--- src/rtl/bcd_pkg.sv ---
// Shared types and default sizing for the BCD-to-binary converter.
package bcd_pkg;

   typedef enum logic [1:0] {
      IDLE  = 2'd0,
      SHIFT = 2'd1,
      DONE  = 2'd2
   } state_t;

   localparam int DIGITS_DEF = 3;
   localparam int BIN_W_DEF  = 10;

endpackage

--- src/rtl/bcd_digit_adj.sv ---
// Single BCD nibble correction for the reverse double-dabble step.
module bcd_digit_adj (
   input  logic [3:0] digit,
   output logic [3:0] adj
);

   assign adj = (digit >= 4'd8) ? (digit - 4'd3) : digit;

endmodule

--- src/rtl/bcd_to_bin.sv ---
// Sequential packed-BCD to binary converter (reverse double dabble, one bit per cycle).
// Optional digit range check enabled by defining BCD_TO_BIN_ERR_EN.
//
// state | meaning
// IDLE  | waiting for an operand, in_ready high
// SHIFT | one shift-and-correct step per cycle, 4*DIGITS cycles
// DONE  | result presented with out_valid until out_ready
module bcd_to_bin
   import bcd_pkg::*;
#(
   parameter int DIGITS = DIGITS_DEF,
   parameter int BIN_W  = BIN_W_DEF
) (
   input  logic                  clk,
   input  logic                  rst,
   input  logic [4*DIGITS-1:0]   bcd_code,
   input  logic                  in_valid,
   output logic                  in_ready,
   output logic [BIN_W-1:0]      bin_code,
   output logic                  out_valid,
   input  logic                  out_ready,
   output logic                  bcd_err
);

   // The binary field is kept at least 4*DIGITS wide so that none of the
   // fixed 4*DIGITS shifts pushes result bits out of the register.
   localparam int BF_W  = (BIN_W > 4*DIGITS) ? BIN_W : 4*DIGITS;
   localparam int WR_W  = 4*DIGITS + BF_W;
   localparam int CNT_W = $clog2(4*DIGITS);
   localparam logic [CNT_W-1:0] CNT_LOAD = CNT_W'(4*DIGITS - 1);

   state_t             state;
   state_t             state_nxt;
   logic [CNT_W-1:0]   cnt;
   logic [WR_W-1:0]    wr;
   logic [WR_W-1:0]    wr_sh;
   logic [WR_W-1:0]    wr_step;
   logic [BIN_W-1:0]   bin_next;
   logic               accept;

   assign in_ready  = (state == IDLE) && !rst;
   assign out_valid = (state == DONE);
   assign accept    = in_valid && in_ready;

   always_ff @(posedge clk or posedge rst) begin
      if (rst) state <= IDLE;
      else     state <= state_nxt;
   end

   always_comb begin
      state_nxt = state;
      case (state)
         IDLE:    if (accept)       state_nxt = SHIFT;
         SHIFT:   if (cnt == '0)    state_nxt = DONE;
         DONE:    if (out_ready)    state_nxt = IDLE;
         default:                   state_nxt = IDLE;
      endcase
   end

   assign wr_sh = wr >> 1;
   assign wr_step[BF_W-1:0] = wr_sh[BF_W-1:0];

   for (genvar g = 0; g < DIGITS; g++) begin : g_adj
      bcd_digit_adj u_adj (
         .digit (wr_sh[BF_W + 4*g +: 4]),
         .adj   (wr_step[BF_W + 4*g +: 4])
      );
   end

   // After the final step the value sits at the top of the binary field.
   assign bin_next = BIN_W'(wr_step[BF_W-1:0] >> (BF_W - 4*DIGITS));

   always_ff @(posedge clk or posedge rst) begin
      if (rst) begin
         cnt      <= '0;
         wr       <= '0;
         bin_code <= '0;
      end else begin
         case (state)
            IDLE: begin
               if (accept) begin
                  wr  <= {bcd_code, {BF_W{1'b0}}};
                  cnt <= CNT_LOAD;
               end
            end
            SHIFT: begin
               wr <= wr_step;
               if (cnt == '0) bin_code <= bin_next;
               else           cnt      <= cnt - 1'b1;
            end
            default: ;
         endcase
      end
   end

`ifdef BCD_TO_BIN_ERR_EN
   logic err_q;

   function automatic logic has_bad_digit(input logic [4*DIGITS-1:0] v);
      logic bad;
      bad = 1'b0;
      for (int i = 0; i < DIGITS; i++) begin
         if (v[4*i +: 4] > 4'd9) bad = 1'b1;
      end
      return bad;
   endfunction

   always_ff @(posedge clk or posedge rst) begin
      if (rst)         err_q <= 1'b0;
      else if (accept) err_q <= has_bad_digit(bcd_code);
   end

   assign bcd_err = err_q;
`else
   assign bcd_err = 1'b0;
`endif

endmodule

--- config.mk ---
export PLATFORM = sky130hd
export DESIGN_NAME = bcd_to_bin
export DESIGN_NICKNAME = d
export VERILOG_FILES = /design/src/rtl/bcd_pkg.sv /design/src/rtl/bcd_digit_adj.sv /design/src/rtl/bcd_to_bin.sv
export SDC_FILE = /design/constraint.sdc
export NUM_CORES = 1
export LEC_CHECK = 0
export BUFFER_PORTS_ARGS = -buffer_cell sky130_fd_sc_hd__buf_4
export CAP_MARGIN = 20
export CORE_MARGIN = 8
export CORE_UTILIZATION = 52
export CTS_BUF_LIST = sky130_fd_sc_hd__clkbuf_8
export DETAILED_ROUTE_END_ITERATION = 10
export HOLD_SLACK_MARGIN = 0.1
export PLACE_DENSITY = 0.77
export SLEW_MARGIN = 20
export SYNTH_ARGS = -nofsm -noshare
export SYNTH_HDL_FRONTEND = slang
export SYNTH_SLANG_ARGS = --single-unit
--- constraint.sdc ---
create_clock -name clk -period 1.6 [get_ports clk]
set_clock_uncertainty 0.1 [all_clocks]
set_input_delay 0.08 -clock clk [delete_from_list [all_inputs] [get_ports clk]]
set_output_delay 0.08 -clock clk [all_outputs]
set_load 0.05 [all_outputs]
### Word level (Yosys, flattened, before mapping)

Index checks and enable logic that the tools add are counted.

| word-level totals | value |
|---|---|
| latch bits | 0 |
| flip-flop bits (word level) | 40 |
| output and inout port bits | 13 |
| input bits | 16 |
| logic and storage cells | 39 |
| ROM bits | 0 |
| memory bits (writable) | 0 |
| memories kept | 0 |

| operators by class | value |
|---|---|
| $add $sub $neg | 4 |
| eq/ne operators | 6 |
| multiply operators | 0 |
| mux-type cells | 12 |
| reductions and logical operators | 10 |
| divide/modulo/power cells | 0 |
| bitwise gates (word level) | 0 |
| shifts and indexed selects | 0 |
| order comparisons | 3 |

Operators with widths:

| kind | number |
|---|---|
| $pmux W24 S2 | 1 |
| $mux W24 | 1 |
| $mux W4 | 5 |
| $ge A4 B4 Y1 const B | 2 |
| $pmux W4 S2 | 1 |
| $sub A4 B2 Y4 const B | 2 |
| $mux W2 | 3 |
| $ne A2 B2 Y1 const B | 3 |
| $pmux W2 S3 | 1 |
| $reduce_and A3 Y1 | 2 |
| $ge A3 B4 Y1 const B | 1 |
| $logic_not A4 Y1 | 1 |
| $reduce_and A2 Y1 | 2 |
| $sub A3 B2 Y4 const B | 1 |
| $sub A4 B1 Y4 const B | 1 |
| $eq A2 B1 Y1 const B | 1 |
| $eq A2 B2 Y1 const B | 1 |
| $logic_and A1 B1 Y1 | 2 |
| $logic_not A2 Y1 | 1 |
| $ne A2 B1 Y1 const B | 1 |
| $reduce_bool A2 Y1 | 1 |
| $logic_not A1 Y1 | 1 |

### Longest topological paths before layout

Gate-level depths: netlist (run 1).

| depth | value |
|---|---|
| word-level depth | 5 |
| gate-level depth with buffers | 5 |
| gate-level depth less buffers | 5 |

### Modules after synthesis

Synthesis (run 1) repeated with hierarchy kept, for this count alone.

| unflattened totals | value |
|---|---|
| cells, all modules | 180 |
| area, all modules | 1973.1 um^2 |

By module, submodules not included:

| module | sequential area each (um^2) | area each (um^2) | times used | cells each |
|---|---|---|---|---|
| bcd_to_bin | 975.9 | 1744.2 | 1 | 147 |
| bcd_digit_adj | 0.0 | 76.3 | 3 | 11 |

### Worst setup path before layout (run 1)

No wires, ideal clock.

| timing | value |
|---|---|
| kind | register to output |
| from | register state[1] |
| to | output port in_ready |
| cell stages (with the launch flop) | 2 |
| slack | -0.105 ns |
| data arrival time | 1.525 ns |
| data required time | 1.420 ns |
| buffers on the path | 0 |
| path through | dfrtp_1 -> nor3_1 |

| on the way | value |
|---|---|
| word-level cells in the longest chain between the ends | 2 |

RTL lines:

| what | line | RTL |
|---|---|---|
| from (decl) | bcd_to_bin.sv:32 | `state_t state;` |
| from (signal assigned) | bcd_to_bin.sv:47 | `else state <= state_nxt;` |
| $logic_not A2 Y1 | bcd_to_bin.sv:41 | `assign in_ready = (state == IDLE) && !rst;` |
| $logic_and A1 B1 Y1 | bcd_to_bin.sv:41 |  |
| to (decl) | bcd_to_bin.sv:18 | `output logic in_ready,` |

No other way between the ends.

### Final worst setup path (run 1)

| timing | value |
|---|---|
| from | register state[0] |
| to | register wr[17] |

| on the way | value |
|---|---|
| word-level cells in the longest chain between the ends | 5 |
| elaborated cells between the ends (all ways) | 8 |
| classes of those cells | eq/ne: 2; mux: 1; reduce/logical: 5 |

RTL lines:

| what | line | RTL |
|---|---|---|
| $logic_not A2 Y1 | bcd_to_bin.sv:41, bcd_to_bin.sv:79 |  |
| $logic_and A1 B1 Y1 | bcd_to_bin.sv:41 |  |
| $logic_and A1 B1 Y1 | bcd_to_bin.sv:43 | `assign accept = in_valid && in_ready;` |
| $ne A2 B2 Y1 (no line) | - |  |
| $reduce_and A2 Y1 (no line) | - |  |
| to (signal assigned) | bcd_to_bin.sv:82 | `wr <= {bcd_code, {BF_W{1'b0}}};` |
| to (signal assigned) | bcd_to_bin.sv:87 | `wr <= wr_step;` |
| to (decl) | bcd_to_bin.sv:35 | `logic [WR_W-1:0] wr;` |

Parallel ways exist; a longest one is shown, timed or not.
A chain may end at the register's enable or synchronous reset.

==> flow_metrics.py, run 1 <==
metrics = {
    "global_route": {
        "grt_pass1_wl_um": 6699,
        "grt-ovfl-total": 0,
        "grt_pass1_vias": 1495,
        "grt_max_degree": 40,
        "antenna_found_initial": 0,
        "grt_use_total_pct": 15.51,
    },
    "sta": {
        "tns_ns": 0,
        "max_freq_mhz": 628.8,
        "whs_ns": 0.1450,
        "min_period_ns": 1.590,
        "slew_viol_final": 0,
        "finalSetupViolations": 0,
        "fin_crit_sh_pct": 99.39,
        "hold_violations": 0,
        "rsz0062_at_grt": "true",
    },
    "place": {
        "gp_congestion": 0.7521,
        "placed_area_sq_um": 2143,
        "hpwl_um": 2585,
        "portBuffers": 27,
    },
    "synth": {
        "synth_fp_nets": 199,
        "synth.avg_cell_area_sq_um": 10.38,
        "ys_types": 32,
        "synth-seq-cells": 39,
        "yosys_warnings": 0,
        "ys_seq_area_share_pct": 53.13,
        "synth_top_area_share_pct": 53.13,
        "synth_top_cell_by_area": "dfrtp_1",
        "syn_inst": 177,
        "synthTopCellsByArea": "dfrtp_1 53%, mux2_2 6.1%, nand2_1 5.3%",
        "netlist_area_sq_um": 1837,
    },
    "clock_network": {
        "root_buffer": "clkbuf_8",
        "clk_path_buf_depth": 2,
        "cts_tree": "done",
        "clkTransAtPathRegs_ns": 0.07,
        "h-tree-depth": 2,
        "numClockSinks": 39,
        "cts_buffers": 5,
        "clk_latency_ns": 0.29,
    },
    "layout": {
        "drive_above_1_share_pct": 31.74,
        "n_antenna_cell": 0,
        "multi_input_comb_area_sq_um": 807.0,
        "seq_area_sq_um": 977.2,
        "final_area_sq_um": 2461,
        "fill_cells": 253,
        "area_delta_synth_final_pct": 33.99,
        "nNetsFinal": 252,
    },
    "route": {
        "avgRoutedWirePerCell_um": 15.54,
        "drt-total-wl_um": 4288,
        "drc": 0,
        "vias_per_cell": 5.337,
        "vias": 1473,
        "drt_iter0_drc": 91,
        "antenna_left": 0,
        "first_pass_iters": 4,
    },
    "power_and_ir_drop": {
        "combPwrFrac_pct": 50.5,
        "power_density_nw_per_um2": 1998,
        "p_int_mw": 2.851,
        "p_total_mw": 4.917,
        "ir_worst_vdd_mv": 1.275,
        "p_sw_mw": 2.066,
        "p_leak_nw": 1.238,
        "switching_share_pct": 42.01,
        "clkPwrFrac_pct": 13.5,
        "power.share.sequential_pct": 36.0,
    },
    "critical_path": {
        "crit_chain": "buf_4 > nand2b_1 > buf_4 > nor2_1 > a221o_1",
        "crit_family": "flip-flops",
        "slowest_stage": "dfrtp_1",
        "slowest_delay_ns": 0.40,
        "crit_type": "reg -> reg",
        "worst-path-buf-inv": 2,
        "required_ns": 1.66,
        "cp_max_fo": 13,
        "cpMostUsedCell": "buf_4",
        "end_kind": "flip-flop",
        "crit_arrival_ns": 1.65,
        "crit_path_start_kind": "flip-flop",
    },
    "floorplan": {
        "dieArea_sq_um": 5690,
        "die_h_um": 75.43,
        "core-area_sq_um": 3363,
        "num_rows": 21,
        "fp.dieW_um": 75.43,
        "initial_utilization_pct": 54.61,
        "pin_count": 29,
    },
    "hold_path": {
        "hold_path_class": "in -> reg",
    },
    "run_status": {
        "outcome": "complete, no violations",
    },
    "flow_run": {
        "cap_viol_max_count": 0,
    },
}
-- placed cells by master, fill, tap and decap left out, types with 2 or more instances in the layout --
| cell type | synthesis | final |
|---|---|---|
| clkbuf_8 | 0 | 6 |
| a31oi_1 | 2 | 2 |
| buf_4 | 1 | 35 |
| nor2b_1 | 4 | 3 |
| o22ai_2 | 3 | 4 |
| dlygate4sd3_1 | 0 | 14 |
| nand2_1 | 26 | 26 |
| o211ai_1 | 2 | 2 |
| xnor2_1 | 2 | 2 |
| a221o_1 | 2 | 2 |
| or4b_4 | 0 | 2 |
| nor3_1 | 7 | 6 |
| ha_1 | 6 | 6 |
| buf_6 | 1 | 4 |
| mux2i_1 | 4 | 4 |
| inv_1 | 9 | 9 |
| a21oi_1 | 5 | 4 |
| nand2b_1 | 3 | 3 |
| dfrtp_1 | 39 | 38 |
| mux2_2 | 10 | 10 |
| buf_12 | 0 | 2 |
| nand3_1 | 17 | 17 |
| buf_2 | 7 | 2 |
| xor2_1 | 2 | 2 |
| nor2_1 | 11 | 10 |
| o22ai_1 | 3 | 2 |
| o21ai_0 | 2 | 2 |
-- flip-flops by register name, summed over array words and instances (netlist names) --
signal    count
wr           23
state         2
bin_code     10
cnt           4
-- worst register-to-register path: cells and delay by family (launching register included) --
family / cells / cell delay (ns)
flops: 1 / 0.40
buf+inv: 2 / 0.40
compound gates: 1 / 0.29
simple gates: 2 / 0.27
-- metrics by stage --
step                util, %  setup slack, ns  instances
floorplan                 -         0.009024        177
global placement      63.73          0.02329        251
detailed placement    63.73         0.009087        251
CTS                   70.72         0.004332        272
global route          73.18         -0.03545        276
finish                73.18         0.009772        276
-- cells by family (layout without fill, tap and decap cells) --
kind of cell               count (synthesis)  in the layout  share of synthesized area (%)
buffers and inverters                     20             73                          5.177
xor gates and xnor gates                   4              4                          1.908
AOI/OAI and AO/OA                         20             20                          8.038
muxes                                     14             14                          8.311
other                                      1              1                         0.2042
adders and majority gates                  6              6                          4.087
and+or+nand+nor                           73             73                          19.14
DFF                                       39             39                          53.13
-- power by group through the flow --
stage | Sequential [mW] | Clock, mW | Combinational (mW)
final | 1.77 | 0.666 | 2.48
after global routing | 1.82 | 0.713 | 2.69
after CTS | 1.76 | 0.672 | 2.29
after detailed placement | 1.77 | 0 | 2.25
after global placement | 1.75 | 0 | 2.16
after floorplan | 2.05 | 0 | 1.31
-- worst paths after layout --
kind / slack [ns] / cells after the start / startpoint / to
worst max-delay path: 0.01 / 5 / state[0] / wr[17]
worst min-delay path: 0.14 / 4 / rst / wr[15]
worst max register to register: 0.01 / 5 / state[0] / wr[17]
worst min register to register: 0.38 / 2 / wr[11] / wr[10]
max in group asynchronous: 0.63 / 4 / rst / wr[17]
min in group asynchronous: 0.40 / 4 / rst / state[1]
-- repair_timing --
action / 4_1_cts / 5_1_grt
endpoints found under the setup margin: 1 / 13
buffers inserted: 0 / 3
endpoints found under the hold margin: 52 / 0
hold buffers: 14 / 0
cloned: 0 / 2
pin swaps: 1 / 3
gates resized for setup: 2 / 16
-- layout make-up --
type | count | area share [%]
multi-input cells | 118 | 32.79
inverters | 9 | 1.373
repair buffers | 57 | 20.23
clock buffers | 6 | 3.355
flip-flops and latches | 39 | 39.71
well taps | 46 | 2.339
clock inverters | 1 | 0.2034
-- Yosys cell counts --
cell,n
xnor2_1,2
or4b_1,1
nor3_1,7
a21oi_1,5
nor2b_1,4
mux2_2,10
buf_6,1
nand2_1,26
o21ai_0,2
or4b_2,1
nor4b_2,1
a221o_1,2
ha_1,6
nand3_1,17
a31oi_1,2
buf_2,7
or2_2,1
conb_1,1
buf_4,1
o41ai_1,1
nor2_1,11
inv_1,9
mux2i_1,4
nand2b_1,3
dfrtp_1,39
xor2_1,2
or4_1,1
buf_1,1
o211ai_1,2
clkbuf_1,1
o22ai_1,3
o22ai_2,3
-- routing by layer --
metal | GRT usage (%) | part of all wire, % | vias to the layer above
li1 | - | - | 703
met1 | 16.48 | 40 | 718
met2 | 27.71 | 52 | 42
met3 | 5.000 | 5.3 | 10
met4 | 6.183 | 2.4 | 0
met5 | 0 | 0 | -
(Power assumes the default switching activity.)
==> run 2: changes to the inputs <==
--- a/config.mk
+++ b/config.mk
@@ -8,11 +8,11 @@
 export BUFFER_PORTS_ARGS = -buffer_cell sky130_fd_sc_hd__buf_4
 export CAP_MARGIN = 20
 export CORE_MARGIN = 8
-export CORE_UTILIZATION = 52
+export CORE_UTILIZATION = 58
 export CTS_BUF_LIST = sky130_fd_sc_hd__clkbuf_8
 export DETAILED_ROUTE_END_ITERATION = 10
 export HOLD_SLACK_MARGIN = 0.1
-export PLACE_DENSITY = 0.77
+export PLACE_DENSITY = 0.81
 export SLEW_MARGIN = 20
 export SYNTH_ARGS = -nofsm -noshare
 export SYNTH_HDL_FRONTEND = slang
==> constraint.sdc (replaced) <==
create_clock -name clk -period 1.7 [get_ports clk]
set_clock_uncertainty 0.1 [all_clocks]
set_input_delay 0.085 -clock clk [delete_from_list [all_inputs] [get_ports clk]]
set_output_delay 0.085 -clock clk [all_outputs]
set_load 0.05 [all_outputs]
==> flow_metrics.py, run 2 (same netlist as run 1, synthesis figures left out) <==
metrics = {
    "run_status": {
        "outcome": "complete, no violations",
    },
    "layout": {
        "final_cell_mix": "39 x buf_4, 38 x dfrtp_1, 26 x nand2_1",
        "finish.utilization_pct": 78.10,
        "nNetsFinal": 248,
        "n_antenna_cell": 0,
        "top_regs": "wr: 23 flops, bin_code: 10 flops, cnt: 4 flops",
        "top_register": "wr",
        "largest_register_ffs": 23,
        "drive_above_1_share_pct": 29.52,
        "stdcell_count": 271,
        "area_delta_synth_final_pct": 28.75,
        "final_area_sq_um": 2365,
        "final_common_cell": "buf_4",
    },
    "place": {
        "hpwl_um": 2589,
        "portBuffers": 27,
        "pre_cts_ws_ns": 0.06809,
        "gp_congestion": 0.8073,
        "placed_area_sq_um": 2128,
        "post-place-cells": 249,
    },
    "critical_path": {
        "crit_chain": "or4b_4 > buf_4 > o22ai_1 > nor2_1",
        "crit_family": "simple AND/OR/NAND/NOR gates",
        "crit_type": "reg -> reg",
        "cp_max_fo": 11,
        "crit_arrival_ns": 1.71,
        "worst-path-buf-inv": 1,
        "slowest_stage": "or4b_4",
        "required_ns": 1.78,
        "slowest_delay_ns": 0.56,
        "end_kind": "flip-flop",
        "crit_path_start_kind": "flip-flop",
    },
    "clock_network": {
        "h-tree-depth": 2,
        "root_buffer": "clkbuf_8",
        "clk_latency_ns": 0.29,
        "cts_buffers": 5,
        "clkTransAtPathRegs_ns": 0.08,
        "numClockSinks": 39,
        "cts_tree": "done",
        "clk_path_buf_depth": 2,
    },
    "hold_path": {
        "hold_path_class": "in -> reg",
    },
    "route": {
        "vias": 1449,
        "avgRoutedWirePerCell_um": 14.06,
        "drc": 0,
        "first_pass_iters": 4,
        "drt-total-wl_um": 3810,
        "antenna_left": 0,
        "drt_iter0_drc": 83,
        "vias_per_cell": 5.347,
    },
    "sta": {
        "tns_ns": 0,
        "slew_viol_final": 0,
        "hold_violations": 0,
        "fin_crit_sh_pct": 96.38,
        "setup_ws_ns": 0.06157,
        "max_freq_mhz": 610.3,
        "min_period_ns": 1.638,
        "finalSetupViolations": 0,
        "rsz0062_at_grt": "false",
    },
    "floorplan": {
        "core-area_sq_um": 3028,
        "die_h_um": 72.28,
        "pin_count": 29,
        "fp.dieW_um": 72.28,
        "dieArea_sq_um": 5224,
        "initial_utilization_pct": 60.66,
        "num_rows": 20,
    },
    "global_route": {
        "grt_pass1_wl_um": 6451,
        "grt-ovfl-total": 0,
        "antenna_found_initial": 0,
        "grt_max_degree": 22,
        "grt_pass1_vias": 1441,
        "grt_use_total_pct": 15.83,
    },
    "power_and_ir_drop": {
        "p_leak_nw": 1.182,
        "ir_worst_vdd_mv": 1.065,
        "power_density_nw_per_um2": 1857,
    },
    "flow_run": {
        "cap_viol_max_count": 0,
    },
}
## run 2: cell count changes in the layout (fill, tap and decap cells not counted), moves of 2 or more
cell / previous run / this run
buf_12: 2 / 0
buf_4: 35 / 39
buf_6: 4 / 0
buf_2: 2 / 0
clkinvlp_4: 0 / 2
## run 2: layout make-up
cell class	count	area, sq um
Clock buffer	5	68.82
Timing Repair Buffer	53	432.9
Multi-Input combinational cell	118	777.0
Clock inverter	3	20.02
Inverter	9	33.78
Tap cell	44	55.05
Fill cell	207	663.1
Sequential cell	39	977.2
## run 2: worst register-to-register path, delay by kind of cell (launching register included)
kind	cells	cell delay, ns
buf+inv	1	0.20
compound gates	1	0.16
flops	1	0.43
simple gates	2	0.63
## run 2: where the power goes
group | switching, mW | internal (mW)
registers | 0.340 | 1.34
clock network | 0.332 | 0.285
logic | 1.20 | 0.900
## run 2: path summary, 6_finish.rpt
check | start | endpoint | slack [ns] | depth (start not counted)
setup / recovery | state[1] | wr[12] | 0.06 | 4
hold / removal | in_valid | wr[15] | 0.22 | 4
setup reg to reg | state[1] | wr[12] | 0.06 | 4
hold reg to reg | wr[12] | wr[11] | 0.38 | 2
max in group asynchronous | rst | state[0] | 0.92 | 4
min in group asynchronous | rst | bin_code[9] | 0.33 | 4
## run 2: routing by layer
| metal | vias up | part of all wire, % | GRT usage, % |
|---|---|---|---|
| li1 | 700 | - | - |
| met1 | 702 | 41 | 18.04 |
| met2 | 45 | 51 | 25.58 |
| met3 | 2 | 6.7 | 4.959 |
| met4 | 0 | 0.73 | 9.070 |
| met5 | - | 0 | 0 |
## run 2: stage by stage
step	hold slack [ns]	total power, mW
after detailed placement	0.07541	3.748
after floorplan	0.09044	3.161
after global routing	0.2204	4.687
final	0.2205	4.391
after global placement	0.07009	3.640
after CTS	0.2111	4.391
## run 2: timing repair
action,in CTS,in global routing
hold buffers,14,0
setup endpoints to repair,0,18
buffers inserted,0,0
resized for setup,0,3
hold endpoints to repair,52,0
